### config.mk
export PLATFORM = sky130hd
export DESIGN_NAME = sparse_mac_pe_flat
export DESIGN_NICKNAME = d
export VERILOG_FILES = /design/src/rtl/sparse_mac_pe_if.sv /design/src/rtl/sparse_mac_pe.sv /design/src/flat_wrapper.sv
export SDC_FILE = /design/constraint.sdc
export NUM_CORES = 1
export LEC_CHECK = 0
export CAP_MARGIN = 20
export CORE_MARGIN = 2
export CORE_UTILIZATION = 40
export DETAILED_ROUTE_END_ITERATION = 6
export DONT_BUFFER_PORTS = 1
export PLACE_DENSITY = 0.6
export SYNTH_ARGS = -nofsm -noshare
export SYNTH_HDL_FRONTEND = slang
export SYNTH_SLANG_ARGS = --single-unit
### constraint.sdc
create_clock -name clk -period 7.92 [get_ports clk]
set_input_delay 1.188 -clock clk [delete_from_list [all_inputs] [get_ports clk]]
set_output_delay 1.188 -clock clk [all_outputs]
set_load 0.02 [all_outputs]
### src/rtl/sparse_mac_pe_if.sv
// Operand, weight and result signals of one sparse MAC processing element.
// The master drives operands/weights and observes the PE outputs; the PE is the slave.
interface sparse_mac_pe_if #(
    parameter int DW    = 16,
    parameter int CNT_W = 16
);
    logic             weight_load;
    logic [DW-1:0]    weight_in;
    logic             weight_swap;
    logic             in_valid;
    logic [DW-1:0]    in_value;
    logic [DW-1:0]    in_accumulate;
    logic             stall;
    logic             out_valid;
    logic [DW-1:0]    out_accumulate;
    logic [DW-1:0]    out_value;
    logic             out_value_valid;
    logic [CNT_W-1:0] skip_count;
    logic             busy;

    modport master (
        output weight_load, weight_in, weight_swap, in_valid, in_value,
               in_accumulate, stall,
        input  out_valid, out_accumulate, out_value, out_value_valid,
               skip_count, busy
    );

    modport slave (
        input  weight_load, weight_in, weight_swap, in_valid, in_value,
               in_accumulate, stall,
        output out_valid, out_accumulate, out_value, out_value_valid,
               skip_count, busy
    );
endinterface

### src/rtl/sparse_mac_pe.sv
// Weight-stationary multiply-accumulate PE with zero-skip bypass, stall freeze and
// double-buffered weights; optional saturating accumulate.
module sparse_mac_pe #(
    parameter int DW         = 16,
    parameter int MUL_STAGES = 2,
    parameter int SATURATE   = 0,
    parameter int CNT_W      = 16
) (
    input  logic           clk,
    input  logic           rst,
    sparse_mac_pe_if.slave pe
);

    logic [DW-1:0]         w_shadow_r;
    logic [DW-1:0]         w_active_r;
    logic [MUL_STAGES-1:0] vld_r;
    logic [MUL_STAGES-1:0] skp_r;
    logic [DW-1:0]         prod_r [MUL_STAGES];
    logic [DW-1:0]         acc_r  [MUL_STAGES];
    logic                  out_valid_r;
    logic [DW-1:0]         out_acc_r;
    logic                  out_value_valid_r;
    logic [DW-1:0]         out_value_r;
    logic [CNT_W-1:0]      skip_count_r;

    logic                  accept_s;
    logic                  skip_s;
    logic [2*DW-1:0]       full_prod_s;
    logic [DW-1:0]         mul_s;
    logic [DW-1:0]         last_prod_s;
    logic [DW-1:0]         sum_s;

    // Add at DW+1 bits so the carry-out exposes signed overflow for clamping.
    function automatic logic [DW-1:0] acc_add(input logic [DW-1:0] a,
                                              input logic [DW-1:0] b,
                                              input logic          sat);
        logic [DW:0] s;
        s = {a[DW-1], a} + {b[DW-1], b};
        if (sat && (s[DW] != s[DW-1])) begin
            return s[DW] ? {1'b1, {(DW-1){1'b0}}} : {1'b0, {(DW-1){1'b1}}};
        end else begin
            return s[DW-1:0];
        end
    endfunction

    // Acceptance, zero detection, multiply and final accumulate.
    always_comb begin
        accept_s    = pe.in_valid && !pe.stall;
        skip_s      = (pe.in_value == {DW{1'b0}}) || (w_active_r == {DW{1'b0}});
        full_prod_s = $signed(pe.in_value) * $signed(w_active_r);
        mul_s       = full_prod_s[DW-1:0];
        if (skp_r[MUL_STAGES-1]) begin
            last_prod_s = {DW{1'b0}};
        end else begin
            last_prod_s = prod_r[MUL_STAGES-1];
        end
        sum_s = acc_add(last_prod_s, acc_r[MUL_STAGES-1], SATURATE != 0);
    end

    // Multiplier pipeline; product registers of skipped beats keep their old value.
    always_ff @(posedge clk) begin
        if (rst) begin
            vld_r <= {MUL_STAGES{1'b0}};
            skp_r <= {MUL_STAGES{1'b0}};
            for (int k = 0; k < MUL_STAGES; k++) begin
                prod_r[k] <= {DW{1'b0}};
                acc_r[k]  <= {DW{1'b0}};
            end
        end else if (!pe.stall) begin
            vld_r[0] <= pe.in_valid;
            skp_r[0] <= skip_s;
            acc_r[0] <= pe.in_accumulate;
            if (pe.in_valid && !skip_s) begin
                prod_r[0] <= mul_s;
            end
            for (int k = 1; k < MUL_STAGES; k++) begin
                vld_r[k] <= vld_r[k-1];
                skp_r[k] <= skp_r[k-1];
                acc_r[k] <= acc_r[k-1];
                if (vld_r[k-1] && !skp_r[k-1]) begin
                    prod_r[k] <= prod_r[k-1];
                end
            end
        end
    end

    // Output stage: result register plus the forwarded activation.
    always_ff @(posedge clk) begin
        if (rst) begin
            out_valid_r       <= 1'b0;
            out_acc_r         <= {DW{1'b0}};
            out_value_valid_r <= 1'b0;
            out_value_r       <= {DW{1'b0}};
        end else if (!pe.stall) begin
            out_valid_r       <= vld_r[MUL_STAGES-1];
            if (vld_r[MUL_STAGES-1]) begin
                out_acc_r <= sum_s;
            end
            out_value_valid_r <= pe.in_valid;
            if (pe.in_valid) begin
                out_value_r <= pe.in_value;
            end
        end
    end

    // Weight double buffer runs regardless of stall; a simultaneous load+swap
    // promotes the old shadow value.
    always_ff @(posedge clk) begin
        if (rst) begin
            w_shadow_r <= {DW{1'b0}};
            w_active_r <= {DW{1'b0}};
        end else begin
            if (pe.weight_load) begin
                w_shadow_r <= pe.weight_in;
            end
            if (pe.weight_swap) begin
                w_active_r <= w_shadow_r;
            end
        end
    end

    // Saturating count of accepted zero-skip beats.
    always_ff @(posedge clk) begin
        if (rst) begin
            skip_count_r <= {CNT_W{1'b0}};
        end else if (accept_s && skip_s && (skip_count_r != {CNT_W{1'b1}})) begin
            skip_count_r <= skip_count_r + {{(CNT_W-1){1'b0}}, 1'b1};
        end
    end

    assign pe.out_valid       = out_valid_r;
    assign pe.out_accumulate  = out_acc_r;
    assign pe.out_value_valid = out_value_valid_r;
    assign pe.out_value       = out_value_r;
    assign pe.skip_count      = skip_count_r;
    assign pe.busy            = (|vld_r) || out_valid_r;

endmodule

### src/flat_wrapper.sv
// flat-port wrapper written by rule: the top's interface ports become plain ports
module sparse_mac_pe_flat 
#(
    parameter int DW         = 16,
    parameter int MUL_STAGES = 2,
    parameter int SATURATE   = 0,
    parameter int CNT_W      = 16
)
  (clk, rst, pe_weight_load, pe_weight_in, pe_weight_swap, pe_in_valid, pe_in_value, pe_in_accumulate, pe_stall, pe_out_valid, pe_out_accumulate, pe_out_value, pe_out_value_valid, pe_skip_count, pe_busy);
  sparse_mac_pe_if #(.DW(DW), .CNT_W(CNT_W)) pe_i ();
  input  logic clk;
  input  logic rst;
  input wire logic [$bits(pe_i.weight_load)-1:0] pe_weight_load;
  input wire logic [$bits(pe_i.weight_in)-1:0] pe_weight_in;
  input wire logic [$bits(pe_i.weight_swap)-1:0] pe_weight_swap;
  input wire logic [$bits(pe_i.in_valid)-1:0] pe_in_valid;
  input wire logic [$bits(pe_i.in_value)-1:0] pe_in_value;
  input wire logic [$bits(pe_i.in_accumulate)-1:0] pe_in_accumulate;
  input wire logic [$bits(pe_i.stall)-1:0] pe_stall;
  output wire logic [$bits(pe_i.out_valid)-1:0] pe_out_valid;
  output wire logic [$bits(pe_i.out_accumulate)-1:0] pe_out_accumulate;
  output wire logic [$bits(pe_i.out_value)-1:0] pe_out_value;
  output wire logic [$bits(pe_i.out_value_valid)-1:0] pe_out_value_valid;
  output wire logic [$bits(pe_i.skip_count)-1:0] pe_skip_count;
  output wire logic [$bits(pe_i.busy)-1:0] pe_busy;
  assign pe_i.weight_load = pe_weight_load;
  assign pe_i.weight_in = pe_weight_in;
  assign pe_i.weight_swap = pe_weight_swap;
  assign pe_i.in_valid = pe_in_valid;
  assign pe_i.in_value = pe_in_value;
  assign pe_i.in_accumulate = pe_in_accumulate;
  assign pe_i.stall = pe_stall;
  assign pe_out_valid = pe_i.out_valid;
  assign pe_out_accumulate = pe_i.out_accumulate;
  assign pe_out_value = pe_i.out_value;
  assign pe_out_value_valid = pe_i.out_value_valid;
  assign pe_skip_count = pe_i.skip_count;
  assign pe_busy = pe_i.busy;
  sparse_mac_pe #(.DW(DW), .MUL_STAGES(MUL_STAGES), .SATURATE(SATURATE), .CNT_W(CNT_W)) u_core (.clk(clk), .rst(rst), .pe(pe_i));
endmodule
==> run_results.csv <==
group,metric,value,unit
grt,grt_max_degree,91,
floorplanning,fp.dieArea,27650,sq um
timing,finalCriticalPeriod,5.663,ns
floorplanning,ioPinCount,105,
critical_path,crit_start,"u_core.w_active_r[1]",
min_path,min-delay-start,"u_core.skp_r[0]",
final_layout,stdcell_area,11380,sq um
synthesis,synth.most_common_cell,"inv_1",
detailed_routing,first_pass_iters,5,
pwr,p_leak,4.959,nW
synthesis,synthFlopType,"dfxtp_1",
placed_design,io_buffer_count,0,
critical_path,reg2reg_to,"u_core.prod_r[0][15]",
timing,finalSetupTns,0,ns
clock_tree,postCtsHoldBufs,0,
min_path,min_to,"u_core.skp_r[0]",
grt,antenna_found_initial,0,
clock_tree,clk_latency,0.42,ns
clock_tree,clockBufferDepth,2,
min_path,whs_path_depth,2,
synthesis,synth.area.top_cells,"edfxtp_1 18%, dfxtp_1 16%, fa_1 15%, ha_1 9.1%, and2_1 7.2%",
timing,slew_headroom,34.64,%
timing,clock_skew,0.009432,ns
min_path,min_path_type,"reg2reg",
critical_path,r2r_start,"u_core.w_active_r[1]",
synthesis,synth_edf_count,64,
clock_tree,cts_root_buf,"clkbuf_16",
clock_tree,cts-resized-gates,0,
critical_path,rr_worst_depth,16,
placed_design,placed_area,10770,sq um
detailed_routing,vias,7021,
pwr,peakVddDrop,152.9,uV
timing,fmax,176.6,MHz
detailed_routing,viasPerCell,4.924,
critical_path,required,8.09,ns
synthesis,yosys_warnings,0,
detailed_routing,routedWlPerCell,15.79,microns
floorplanning,chipHeight,166.3,microns
floorplanning,initial_utilization,40.53,%
synthesis,synth_area_per_cell,9.532,sq um
detailed_routing,ant_nets,0,
timing,final_hold_viol_count,0,
final_layout,final_nets,1289,
placed_design,hpwl,16940,microns
critical_path,crit_buf_inv,3,
critical_path,max_stage_delay,0.85,ns
critical_path,crit_top_cell,"fa_1",
final_layout,antennaDiodeCount,0,
floorplanning,core_area,25980,sq um
synthesis,syn_nets,1316,
synthesis,ys_seq_area_share,34.40,%
timing,grt_setup_unrepaired,"false",
critical_path,crit_arrival,5.84,ns
placed_design,place.gp.congestion,0.8172,
synthesis,synth_area,10530,sq um
critical_path,path_class,"reg2reg",
placed_design,place_inst,1393,
run_status,status,"finished, final reports clean",
floorplanning,die_w,166.3,microns
synthesis,synth_top_cell_area_share,18.25,%
synthesis,synth_area_leader_cell,"edfxtp_1",
pwr,power.density,172.1,nW/um^2
synthesis,synth-seq-cells,149,
detailed_routing,totalWireLength,22520,microns
timing,min_period_over_period,71.50,%
final_layout,fin_cells,1426,
clock_tree,post_cts_buffers,0,
clock_tree,cts_tree,"built",
clock_tree,clkSlewWorstSetupHoldPaths,0.06,ns
synthesis,ys_types,53,
critical_path,path_cells,"nand2_1, fa_1, fa_1, fa_1, inv_1, fa_1, fa_1, inv_1, fa_1, inv_1, ha_1, a21oi_1, o21ai_0, o41ai_1, xnor2_1, nor2_1",
grt,grt_pass1_vias,7268,
critical_path,crit_path_end_kind,"flop",
grt,grtUsageTotal,16.78,%
critical_path,cp_top_family,"adder cells",
detailed_routing,drt_first_iter_violations,381,
critical_path,slowest_stage,"dfxtp_1",
final_layout,layout-drive-gt1-share,4.766,%
detailed_routing,drc,0,
timing,setup_violations,0,
grt,grt-ovfl-total,0,
synthesis,synthCells,1105,
clock_tree,cts_buffers,17,
grt,grt_pass1_wl,37360,microns
timing,slew_violations,0,
critical_path,cp_max_fo,17,
timing,worst_pin_slew,0.9768,ns
clock_tree,clock_sinks,149,
floorplanning,row_count,59,
clock_tree,cts_max_level,4,
job,maxCapViolCount,0,
synthesis,synth-async-reset-ratio,0,%
synthesis,synth_common_cells,"133 x inv_1, 132 x nand2_1, 121 x and2_1",
final_layout,areaGrowthSynthToFinish,8.090,%
critical_path,r2r_setup_slack,2.26,ns
critical_path,worstSetupStartpointType,"flop",
## how the worst max path moves through the flow
stage          slack, ns                    to  cells past startpoint
2_1_floorplan       1.99  u_core.prod_r[0][15]                     18
3_3_place_gp        2.04  u_core.prod_r[0][15]                     17
3_5_place_dp        1.99  u_core.prod_r[0][15]                     17
4_1_cts             2.23  u_core.prod_r[0][15]                     16
5_1_grt             2.00  u_core.prod_r[0][14]                     17
6_report            2.26  u_core.prod_r[0][15]                     16
## per-stage QoR
step	setup slack (ns)	hold WS (ns)	total power [mW]	util [%]
floorplan	1.987	0.4538	1.111	-
global placement	2.044	0.4714	1.151	41.43
detailed placement	1.992	0.4795	1.156	41.43
CTS	2.230	0.4887	1.987	43.75
global route	2.003	0.5152	2.061	43.81
finish	2.257	0.4896	1.960	43.81
## cells in the final DEF, fill, tap and decap left out, drive strengths merged, types with 2 or more instances in the layout
cell,instances
a2111oi,3
a211oi,10
a21o,8
a21oi,43
and2,121
and3,6
buf,5
bufinv,2
clkbuf,18
clkinv,3
clkinvlp,3
dfxtp,85
edfxtp,64
fa,80
ha,77
inv,139
mux2i,34
nand2,132
nand2b,7
nand3,8
nand4,4
nor2,86
nor2b,21
nor3,9
nor4,9
o21a,4
o21ai,22
o21bai,3
o31a,2
o41ai,2
or2,5
or3,5
or4,2
xnor2,37
xor2,21
## final cells by class
cell class	instances	area, sq um
Fill cell	2552	14600
Clock buffer	18	439.2
Inverter	133	499.2
Tap cell	335	419.2
Sequential cell	149	3623
Timing Repair Buffer	5	45.04
Clock inverter	14	163.9
Multi-Input combinational cell	772	6195
## routing by layer
layer	vias up	GRT usage, %	wire length, microns
met3	24	5.005	1204
met5	-	0	0
met2	139	28.13	10770
met1	3360	21.09	10210
met4	0	4.798	327
li1	3498	-	-
## registers in the layout, indices dropped and copies added (netlist names)
register / cells
u_core.acc_r: 32
u_core.prod_r: 32
u_core.pe.out_accumulate: 16
u_core.pe.out_value: 16
u_core.pe.skip_count: 16
u_core.w_active_r: 16
u_core.w_shadow_r: 16
u_core.skp_r: 2
u_core.vld_r: 2
u_core.pe.out_valid: 1
## cells by family after synthesis
family,after synthesis,share of synthesized area [%]
compound gates,106,6.534
xor+xnor,59,5.037
fa+ha+maj,157,24.35
buf+inv,184,6.807
flops,149,34.40
mux,34,3.231
simple gates,416,19.64
## worst register-to-register path: stages, from the launching register on
cell and delay [ns]:
dfxtp_1 0.85, nand2_1 0.19, fa_1 0.56, fa_1 0.47
fa_1 0.54, inv_1 0.05, fa_1 0.50, fa_1 0.50
inv_1 0.05, fa_1 0.47, inv_1 0.04, ha_1 0.32
a21oi_1 0.14, o21ai_0 0.12, o41ai_1 0.39, xnor2_1 0.17
nor2_1 0.06
## report_power, final
| group | switching (mW) | total (mW) | leakage [nW] | internal, mW |
|---|---|---|---|---|
| registers | 0.0331 | 0.875 | 1.38 | 0.842 |
| logic | 0.145 | 0.264 | 3.30 | 0.119 |
| clock network | 0.340 | 0.821 | 0.286 | 0.481 |
| total | 0.518 | 1.96 | 4.96 | 1.44 |
(Power assumes the default switching activity.)
